`src/rtl/i2c_pkg.sv`:
```
// Shared types and constants for the I2C configuration write master.
package i2c_pkg;

  typedef enum logic [2:0] {
    IDLE,
    START,
    BIT,
    ACK,
    STOP,
    DONE
  } state_e;

  localparam logic        I2C_WRITE = 1'b0;
  localparam int unsigned NUM_BYTES = 3;

endpackage

```
`src/rtl/i2c_tick_gen.sv`:
```
// Free-running SCL quarter-period tick; clr restarts the count at zero.
module i2c_tick_gen #(
  parameter int CLK_DIV = 125
) (
  input  logic clk,
  input  logic reset,
  input  logic clr,
  output logic tick
);

  localparam int            W    = (CLK_DIV > 2) ? $clog2(CLK_DIV) : 1;
  localparam logic [W-1:0]  LAST = W'(CLK_DIV - 1);

  logic [W-1:0] cnt_q, cnt_d;

  always_comb begin
    cnt_d = cnt_q + W'(1);
    if (clr || (cnt_q == LAST)) cnt_d = '0;
  end

  always_ff @(posedge clk or posedge reset) begin
    if (reset) cnt_q <= '0;
    else       cnt_q <= cnt_d;
  end

  assign tick = (cnt_q == LAST);

endmodule

```
`src/rtl/i2c_cfg_master.sv`:
```
// Three-byte I2C register write master (device address, register, data).
// Optional SCL clock stretching is enabled by defining I2C_CLK_STRETCH_EN.
module i2c_cfg_master
  import i2c_pkg::*;
#(
  parameter int CLK_DIV = 125
) (
  input  logic       clk,
  input  logic       reset,
  input  logic       start,
  input  logic [6:0] dev_addr,
  input  logic [7:0] reg_addr,
  input  logic [7:0] wr_data,
  output logic       busy,
  output logic       done,
  output logic       nack,
  output logic       sda_drive,
  output logic       scl_drive,
  output logic       sda_val,
  output logic       scl_val,
  input  logic       sda_in,
  input  logic       scl_in
);

  localparam logic [1:0] LAST_BYTE = 2'(NUM_BYTES - 1);

  state_e     state_q, state_d;
  logic [1:0] ph_q, ph_d;
  logic [2:0] bit_q, bit_d;
  logic [1:0] byte_q, byte_d;
  logic [7:0] sh_q, sh_d;
  logic [7:0] reg_byte_q, reg_byte_d;
  logic [7:0] dat_byte_q, dat_byte_d;
  logic       busy_q, busy_d;
  logic       done_q, done_d;
  logic       nack_q, nack_d;
  logic       sda_drive_q, sda_drive_d;
  logic       scl_drive_q, scl_drive_d;
  logic       accept, stall, tick;

  i2c_tick_gen #(.CLK_DIV(CLK_DIV)) u_tick (
    .clk   (clk),
    .reset (reset),
    .clr   (accept | stall),
    .tick  (tick)
  );

`ifdef I2C_CLK_STRETCH_EN
  // Phase 2 is the first phase after SCL was released; wait there for the slave.
  assign stall = (ph_q == 2'd2) && !scl_in &&
                 ((state_q == BIT) || (state_q == ACK) || (state_q == STOP));
`else
  logic unused_scl_in;
  assign unused_scl_in = scl_in;
  assign stall = 1'b0;
`endif

  always_comb begin
    state_d     = state_q;
    ph_d        = ph_q;
    bit_d       = bit_q;
    byte_d      = byte_q;
    sh_d        = sh_q;
    reg_byte_d  = reg_byte_q;
    dat_byte_d  = dat_byte_q;
    busy_d      = busy_q;
    done_d      = 1'b0;
    nack_d      = nack_q;
    sda_drive_d = sda_drive_q;
    scl_drive_d = scl_drive_q;
    accept      = 1'b0;
    case (state_q)
      IDLE, DONE: begin
        state_d = IDLE;
        if (start) begin
          accept     = 1'b1;
          state_d    = START;
          busy_d     = 1'b1;
          nack_d     = 1'b0;
          ph_d       = 2'd0;
          bit_d      = 3'd0;
          byte_d     = 2'd0;
          sh_d       = {dev_addr, I2C_WRITE};
          reg_byte_d = reg_addr;
          dat_byte_d = wr_data;
        end
      end
      default: begin
        if (tick && !stall) begin
          ph_d = ph_q + 2'd1;
          case (state_q)
            START: begin
              if (ph_q == 2'd0) sda_drive_d = 1'b1;
              else begin
                scl_drive_d = 1'b1;
                state_d     = BIT;
                ph_d        = 2'd0;
              end
            end
            BIT: begin
              case (ph_q)
                2'd0: sda_drive_d = ~sh_q[7];
                2'd1: scl_drive_d = 1'b0;
                2'd2: ;
                default: begin
                  scl_drive_d = 1'b1;
                  sh_d        = {sh_q[6:0], 1'b0};
                  bit_d       = bit_q + 3'd1;
                  if (bit_q == 3'd7) state_d = ACK;
                end
              endcase
            end
            ACK: begin
              case (ph_q)
                2'd0: sda_drive_d = 1'b0;
                2'd1: scl_drive_d = 1'b0;
                2'd2: if (sda_in) nack_d = 1'b1;
                default: begin
                  scl_drive_d = 1'b1;
                  if (nack_q || (byte_q == LAST_BYTE)) state_d = STOP;
                  else begin
                    state_d = BIT;
                    byte_d  = byte_q + 2'd1;
                    sh_d    = (byte_q == 2'd0) ? reg_byte_q : dat_byte_q;
                  end
                end
              endcase
            end
            STOP: begin
              case (ph_q)
                2'd0: sda_drive_d = 1'b1;
                2'd1: scl_drive_d = 1'b0;
                2'd2: sda_drive_d = 1'b0;
                default: begin
                  state_d = DONE;
                  done_d  = 1'b1;
                  busy_d  = 1'b0;
                end
              endcase
            end
            default: state_d = IDLE;
          endcase
        end
      end
    endcase
  end

  always_ff @(posedge clk or posedge reset) begin
    if (reset) begin
      state_q     <= IDLE;
      ph_q        <= 2'd0;
      bit_q       <= 3'd0;
      byte_q      <= 2'd0;
      sh_q        <= 8'd0;
      reg_byte_q  <= 8'd0;
      dat_byte_q  <= 8'd0;
      busy_q      <= 1'b0;
      done_q      <= 1'b0;
      nack_q      <= 1'b0;
      sda_drive_q <= 1'b0;
      scl_drive_q <= 1'b0;
    end else begin
      state_q     <= state_d;
      ph_q        <= ph_d;
      bit_q       <= bit_d;
      byte_q      <= byte_d;
      sh_q        <= sh_d;
      reg_byte_q  <= reg_byte_d;
      dat_byte_q  <= dat_byte_d;
      busy_q      <= busy_d;
      done_q      <= done_d;
      nack_q      <= nack_d;
      sda_drive_q <= sda_drive_d;
      scl_drive_q <= scl_drive_d;
    end
  end

  assign busy      = busy_q;
  assign done      = done_q;
  assign nack      = nack_q;
  assign sda_drive = sda_drive_q;
  assign scl_drive = scl_drive_q;
  assign sda_val   = 1'b0;
  assign scl_val   = 1'b0;

endmodule

```
`config.mk`:
```
export PLATFORM = sky130hd
export DESIGN_NAME = i2c_cfg_master
export DESIGN_NICKNAME = d
export VERILOG_FILES = /design/src/rtl/i2c_pkg.sv /design/src/rtl/i2c_tick_gen.sv /design/src/rtl/i2c_cfg_master.sv
export SDC_FILE = /design/constraint.sdc
export NUM_CORES = 1
export LEC_CHECK = 0
export ABC_AREA = 1
export CAP_MARGIN = 10
export CORE_MARGIN = 2
export CORE_UTILIZATION = 45
export CTS_CLUSTER_SIZE = 28
export DETAILED_ROUTE_END_ITERATION = 12
export MAX_ROUTING_LAYER = met4
export PLACE_DENSITY = 0.65
export RECOVER_POWER = 50
export SLEW_MARGIN = 20
export SYNTH_ARGS = -nofsm -noshare
export SYNTH_HDL_FRONTEND = slang
export SYNTH_SLANG_ARGS = --single-unit
```
`constraint.sdc`:
```
create_clock -name clk -period 2.5 [get_ports clk]
set_input_delay 0.5 -clock clk [delete_from_list [all_inputs] [get_ports clk]]
set_output_delay 0.5 -clock clk [all_outputs]
set_load 0.01 [all_outputs]
```
==> run metrics <==
overall routed net length=5.69 mm; Post-synth EDFFs=0; clk_lat worst skew=0.31 ns; multi-input combinational cell area=1390 um2; final worst slack=0.487 ns; vias in the first global route=1,987; max_cap viols=0; Pwr per Cell Area=427 nW/um2; Initial Utilization=46.8%; synth-to-layout area growth=15.3%; mux share of post-synthesis cell area=0%; post-synth top area share=41.6%; clk sink count=46; I/O Buffers=31; initial antenna violation count=0; first-pass GRT wire length=9.42 mm; final setup fails=0; peak supply drop=0.000309 V; Top FF cell, synth=dfrtp_1; cts hold-fix bufs=0; Longest Clk Path Bufs=2; sequential area share after synthesis=41.6%; chip height=82.5 um; H-tree Lvls=2; Slew Limit Headroom=20.1%; main combinational cell family by area after synthesis=simple AND/OR/NAND/NOR gates; status=finished clean; post-synth top area cell=dfrtp_1; ant diodes=0; DR WL/cell=12.2 um; post-CTS sizing=0; synth unique cells=34; CTS tree=built; GRT overflow=0; crit path kind=reg2reg; Synth Area in Compound Gates=6.91%; total leakage power=1.73 nW; Post-Place Worst Slack=0.589 ns; layout cells sized above 1=10.0%; Layout Utilization=54.0%; worst-margin pin slew=1.20 ns; die area=6800 um2; FP Rows=28; Filler cells=578; FF+latch count, synth=46; Post-Synth XOR/XNOR Area=0%; clock transition at the registers of the reported paths=0.08 ns; Critical Path Source Type=register; Final Net Count=428; Slew Viols, Final=0; Max FO, Critical Path=31; minimum clock period=2.01 ns; fin crit share=80.5%; crit path DAT=2.22 ns; GR Util All Layers=19.3%; Synth Cell Area=2770 um2; final hold violations=0; DR vias=2,246; final setup TNS=0 ns; RePlAce Congestion=0.860; Critical Path RT=2.70 ns; dominant cells by area after synthesis=dfrtp_1 (42%), nand2_1 (19%), ha_1 (5.0%); CP Capture Type=register; Synth Area in Simple Gates=38.2%; Inserted Clock Buffers=5; post-synthesis adder-cell area fraction=4.97%; clk root buf=clkbuf_8; Horiz. Die Dim=82.5 um; Remaining DRCs=0; ANT nets after route=0; Min-Delay Path Class=reg2reg; unrepaired setup endpoints after global routing=no; Core Region=5920 um2; Final Skew=0.00634 ns; Post-synth top cells=nand2_1 (137), dfrtp_1 (46), nor2_1 (28); drt pass-1 iters=4; dpl hpwl=4.22 mm; setup bufs post-CTS=0; Max Freq=497 MHz; ys async rst share=100%; Cells after Synth=358; top-count cell post-synth=nand2_1; largest net degree at the start of global routing=33; Syn Area/Cell=7.74 um2; drt initial violations=183; IO Count=35; warnings from Yosys=0; Register Area=1150 um2; Via density=4.83; worst hold slack=0.474 ns
[per-stage QoR]
stage	total power, W	instance area, um2	instances
after CTS	0.00139	3210	465
after global routing	0.00142	3190	465
after floorplan	0.000776	2770	359
final	0.00136	3190	465
after global placement	0.000824	3100	457
after detailed placement	0.000824	3100	457
[cell usage in the layout (no fill, tap or decap), types with 11 or more instances in the layout]
master           Yosys  routed
nand3_1             22      22
o21ai_0             17      17
a21oi_1             11      11
nand2_1            137     137
dfrtp_1             46      46
nor2_1              28      29
inv_1               27      27
ha_1                11      11
clkdlybuf4s50_1      0      30
[sequential cells by signal, summed over array words and instances, names as in the netlist]
| signal | count |
|---|---|
| bit_q | 3 |
| busy | 1 |
| byte_q | 2 |
| dat_byte_q | 8 |
| done | 1 |
| nack | 1 |
| ph_q | 2 |
| reg_byte_q | 8 |
| scl_drive | 1 |
| sda_drive | 1 |
| sh_q | 8 |
| state_q | 3 |
| u_tick.cnt_q | 7 |
[cell type report]
cell class	count	share of cell area, %
clock buffers	6	2.27
well taps	75	2.94
repair buffers	35	10.5
clock inverters	2	1.18
inverters	30	3.60
multi-input cells	271	43.4
flip-flops and latches	46	36.0
[worst max-delay path, stage by stage, from the launching register on]
cell and delay (ns):
dfrtp_1 0.54, nor2_1 0.48, nand2_4 0.14, nand2_8 0.18, nand2_8 0.17, nand2_4 0.17, nand2_4 0.10, nand2_1 0.07
nand2_1 0.05
[final timing paths]
check / slack, ns / to / from / cells past startpoint
worst max-delay path: 0.49 / sh_q[1]$_DFFE_PP0P_ / state_q[0]$_DFFE_PP0P_ / 8
worst min-delay path: 0.47 / scl_drive$_DFFE_PP0P_ / scl_drive$_DFFE_PP0P_ / 2
worst max register to register: 0.49 / sh_q[1]$_DFFE_PP0P_ / state_q[0]$_DFFE_PP0P_ / 8
worst min register to register: 0.47 / scl_drive$_DFFE_PP0P_ / scl_drive$_DFFE_PP0P_ / 2
max in group asynchronous: 0.61 / u_tick.cnt_q[6]$_DFF_PP0_ / reset / 3
min in group asynchronous: 0.94 / sh_q[1]$_DFFE_PP0P_ / reset / 2
[metal layers]
| layer | global-route usage (%) | wire length (um) | vias up |
|---|---|---|---|
| li1 | - | - | 1187 |
| met1 | 26.9 | 2850 | 1019 |
| met2 | 27.1 | 2540 | 33 |
| met3 | 4.67 | 204 | 7 |
| met4 | 7.00 | 90 | 0 |
| met5 | - | 0 | - |
[kinds of logic (layout without fill, tap and decap cells)]
| family | Yosys count | in the layout |
|---|---|---|
| AND/OR/NAND/NOR | 224 | 224 |
| flip-flops | 46 | 46 |
| buffers and inverters | 42 | 73 |
| AO/OA/AOI/OAI | 34 | 34 |
| adder cells (fa/ha/maj) | 11 | 11 |
| other | 1 | 2 |
[power breakdown]
group,switching [W],internal [W]
Combinational,0.0000258,0.0000375
Clock,0.000259,0.000298
Sequential,0,0.000743
Note: power is estimated with default switching activity, not from simulation.
==> edit, RTL diff (config.mk and constraints unchanged) <==
The option `I2C_CLK_STRETCH_EN` is turned on by a define.
--- a/src/rtl/i2c_cfg_master.sv
+++ b/src/rtl/i2c_cfg_master.sv
@@ -2,2 +2,4 @@
 // Optional SCL clock stretching is enabled by defining I2C_CLK_STRETCH_EN.
+`define I2C_CLK_STRETCH_EN
+
 module i2c_cfg_master
Behaviour: no difference found for any inputs over 10 cycles, from zero or initial values and one cycle with reset high; that may be too few to reach the edited logic, so the function may still have changed.
==> edit against the unedited design <==
Worst hold slack better by 0.0094 ns; count of clock-buffer cells in the layout did not move; sequential share of layout area is 1.4 points higher; wire length grew 3.3%; sequential cell count unchanged; critical path depth grew 2; synthesized area is 4.8% lower; cell area shrank 3.8%; core utilization is 1.2 points higher; worst setup slack lost 0.084 ns.
Power is not compared: it rests on default switching activity, and its combinational part moved more than twofold at a synthesized area within 25%.
==> edit: results (changes against the unedited design) <==
Clock Path Buffers 2 (unchanged); total routed wirelength 5870 microns (+3.3%); Seq/Total Area, Yosys 43.7% (+2.1 points); number of setup buffers added after CTS 0 (unchanged); via count 2218 (-1.2%); Final GP Congestion 0.888 (+3.3%); Post-DP HPWL 4510 microns (+6.8%); CP max stage delay 0.41 ns (-0.13 ns); CP max stage cell dfrtp_1; Largest regs dat_byte_q (8), reg_byte_q (8), sh_q (8); largest net degree at the start of global routing 26 (-21%); status completed; crit-path leading delay family simple AND/OR/NAND/NOR gates; CTS resizes 0 (unchanged); synth unique cells 29 (-15%); routed len/inst 12.9 microns (+5.5%); WP data arrival 2.29 ns (+0.07 ns); YS warnings 0 (unchanged); Clock transition at path regs 0.09 ns; placed insts 447 (-2.2%); leakage 1.54 nW; async set-or-reset flop fraction in the synthesized netlist 100% (unchanged); post-synthesis instance total 351 (-2.0%); antenna diode count 0 (unchanged); share of cells above drive strength 1 7.57% (-2.4 points); first-pass GRT wire length 10000 microns (+6.4%); Final Skew 0.00570 ns (-0.000639 ns); Nets 421 (-1.6%); synth top area cells dfrtp_1, nand2_1, nand3_1; initial antenna violation count 0 (unchanged); crit path from ph_q[0]; DRT iter0 DRCs 114 (-38%); type of the tightest min-delay check reg2reg; Worst Max-Slew Pin Slew 0.816 ns (-0.381 ns); worst-skew pair later-pin latency 0.30 ns; Max rail drop VDD 0.468 mV; vias in the first global route 2093 (+5.3%); I/O Buffers 32 (+3.2%); CTS Root Buffer Type clkbuf_8; TritonRoute pass-1 iters 5 (+1); H-tree levels 2 (unchanged); total global-route track usage 20.4% (+1.1 points); crit path max fanout 19 (-39%); critical hold path startpoint sda_drive; Synth top cells by count nand2_1, dfrtp_1, inv_1, nand3_1, nor2_1; CTS buffer count 5 (unchanged); DP Area 0.00299 sq mm (-3.4%)
[edit: cell types whose count changed in the layout (fill, tap and decap cells not counted), moves of 4 or more]
cell,change
inv_2,+5
nor2_1,-10
nand2_4,-4
o21ai_1,+12
nand2_1,+5
nand3_1,+7
a21oi_1,-8
[edit: per-stage QoR]
| step | setup WS, ns | utilization (%) |
|---|---|---|
| after floorplan | 0.912 | - |
| after global placement | 0.590 | 53.6 |
| after detailed placement | 0.511 | 53.6 |
| after CTS | 0.488 | 55.6 |
| after global routing | 0.220 | 55.1 |
| final | 0.403 | 55.1 |
[edit: cell type report]
type,count,area (sq um)
fillers,560,2500
multi-input cells,258,1250
flip-flops and latches,46,1150
repair buffers,34,328
inverters,37,139
well taps,72,90.1
clock buffers,6,72.6
clock inverters,2,37.5
[edit: kinds of logic (layout without fill, tap and decap cells)]
group,count (synthesis),count (layout),share of synthesized area (%)
compound gates,33,33,6.88
simple gates,210,210,35.3
buf+inv,48,79,8.12
other cells,1,2,0.142
fa+ha+maj,11,11,5.22
flops,46,46,43.7
xor+xnor,2,2,0.665
[edit: report_power, final]
group          total [W]  internal [W]  leakage [nW]  switching [W]
registers        0.00118       0.00100         0.593       0.000176
logic            0.00147      0.000485         0.900       0.000987
clock network   0.000556      0.000299        0.0514       0.000257
[edit: routing by layer]
layer,share of wire (%),track usage [%]
met2,46,32.3
met3,4.7,3.15
met1,48,28.0
met5,0,-
met4,1.2,4.24
[edit: worst paths after layout]
check | slack, ns | cells after the start | to
min in group asynchronous | 0.76 | 2 | reg_byte_q[5]
max in group asynchronous | 0.56 | 3 | nack
setup / recovery | 0.40 | 10 | sh_q[4]
setup reg to reg | 0.40 | 10 | sh_q[4]
hold / removal | 0.48 | 2 | sda_drive
hold reg to reg | 0.48 | 2 | sda_drive
[edit: worst min-delay path: cells and delay by family (launching register included)]
kind | cells | cell delay (ns)
flops | 1 | 0.36
simple gates | 2 | 0.10
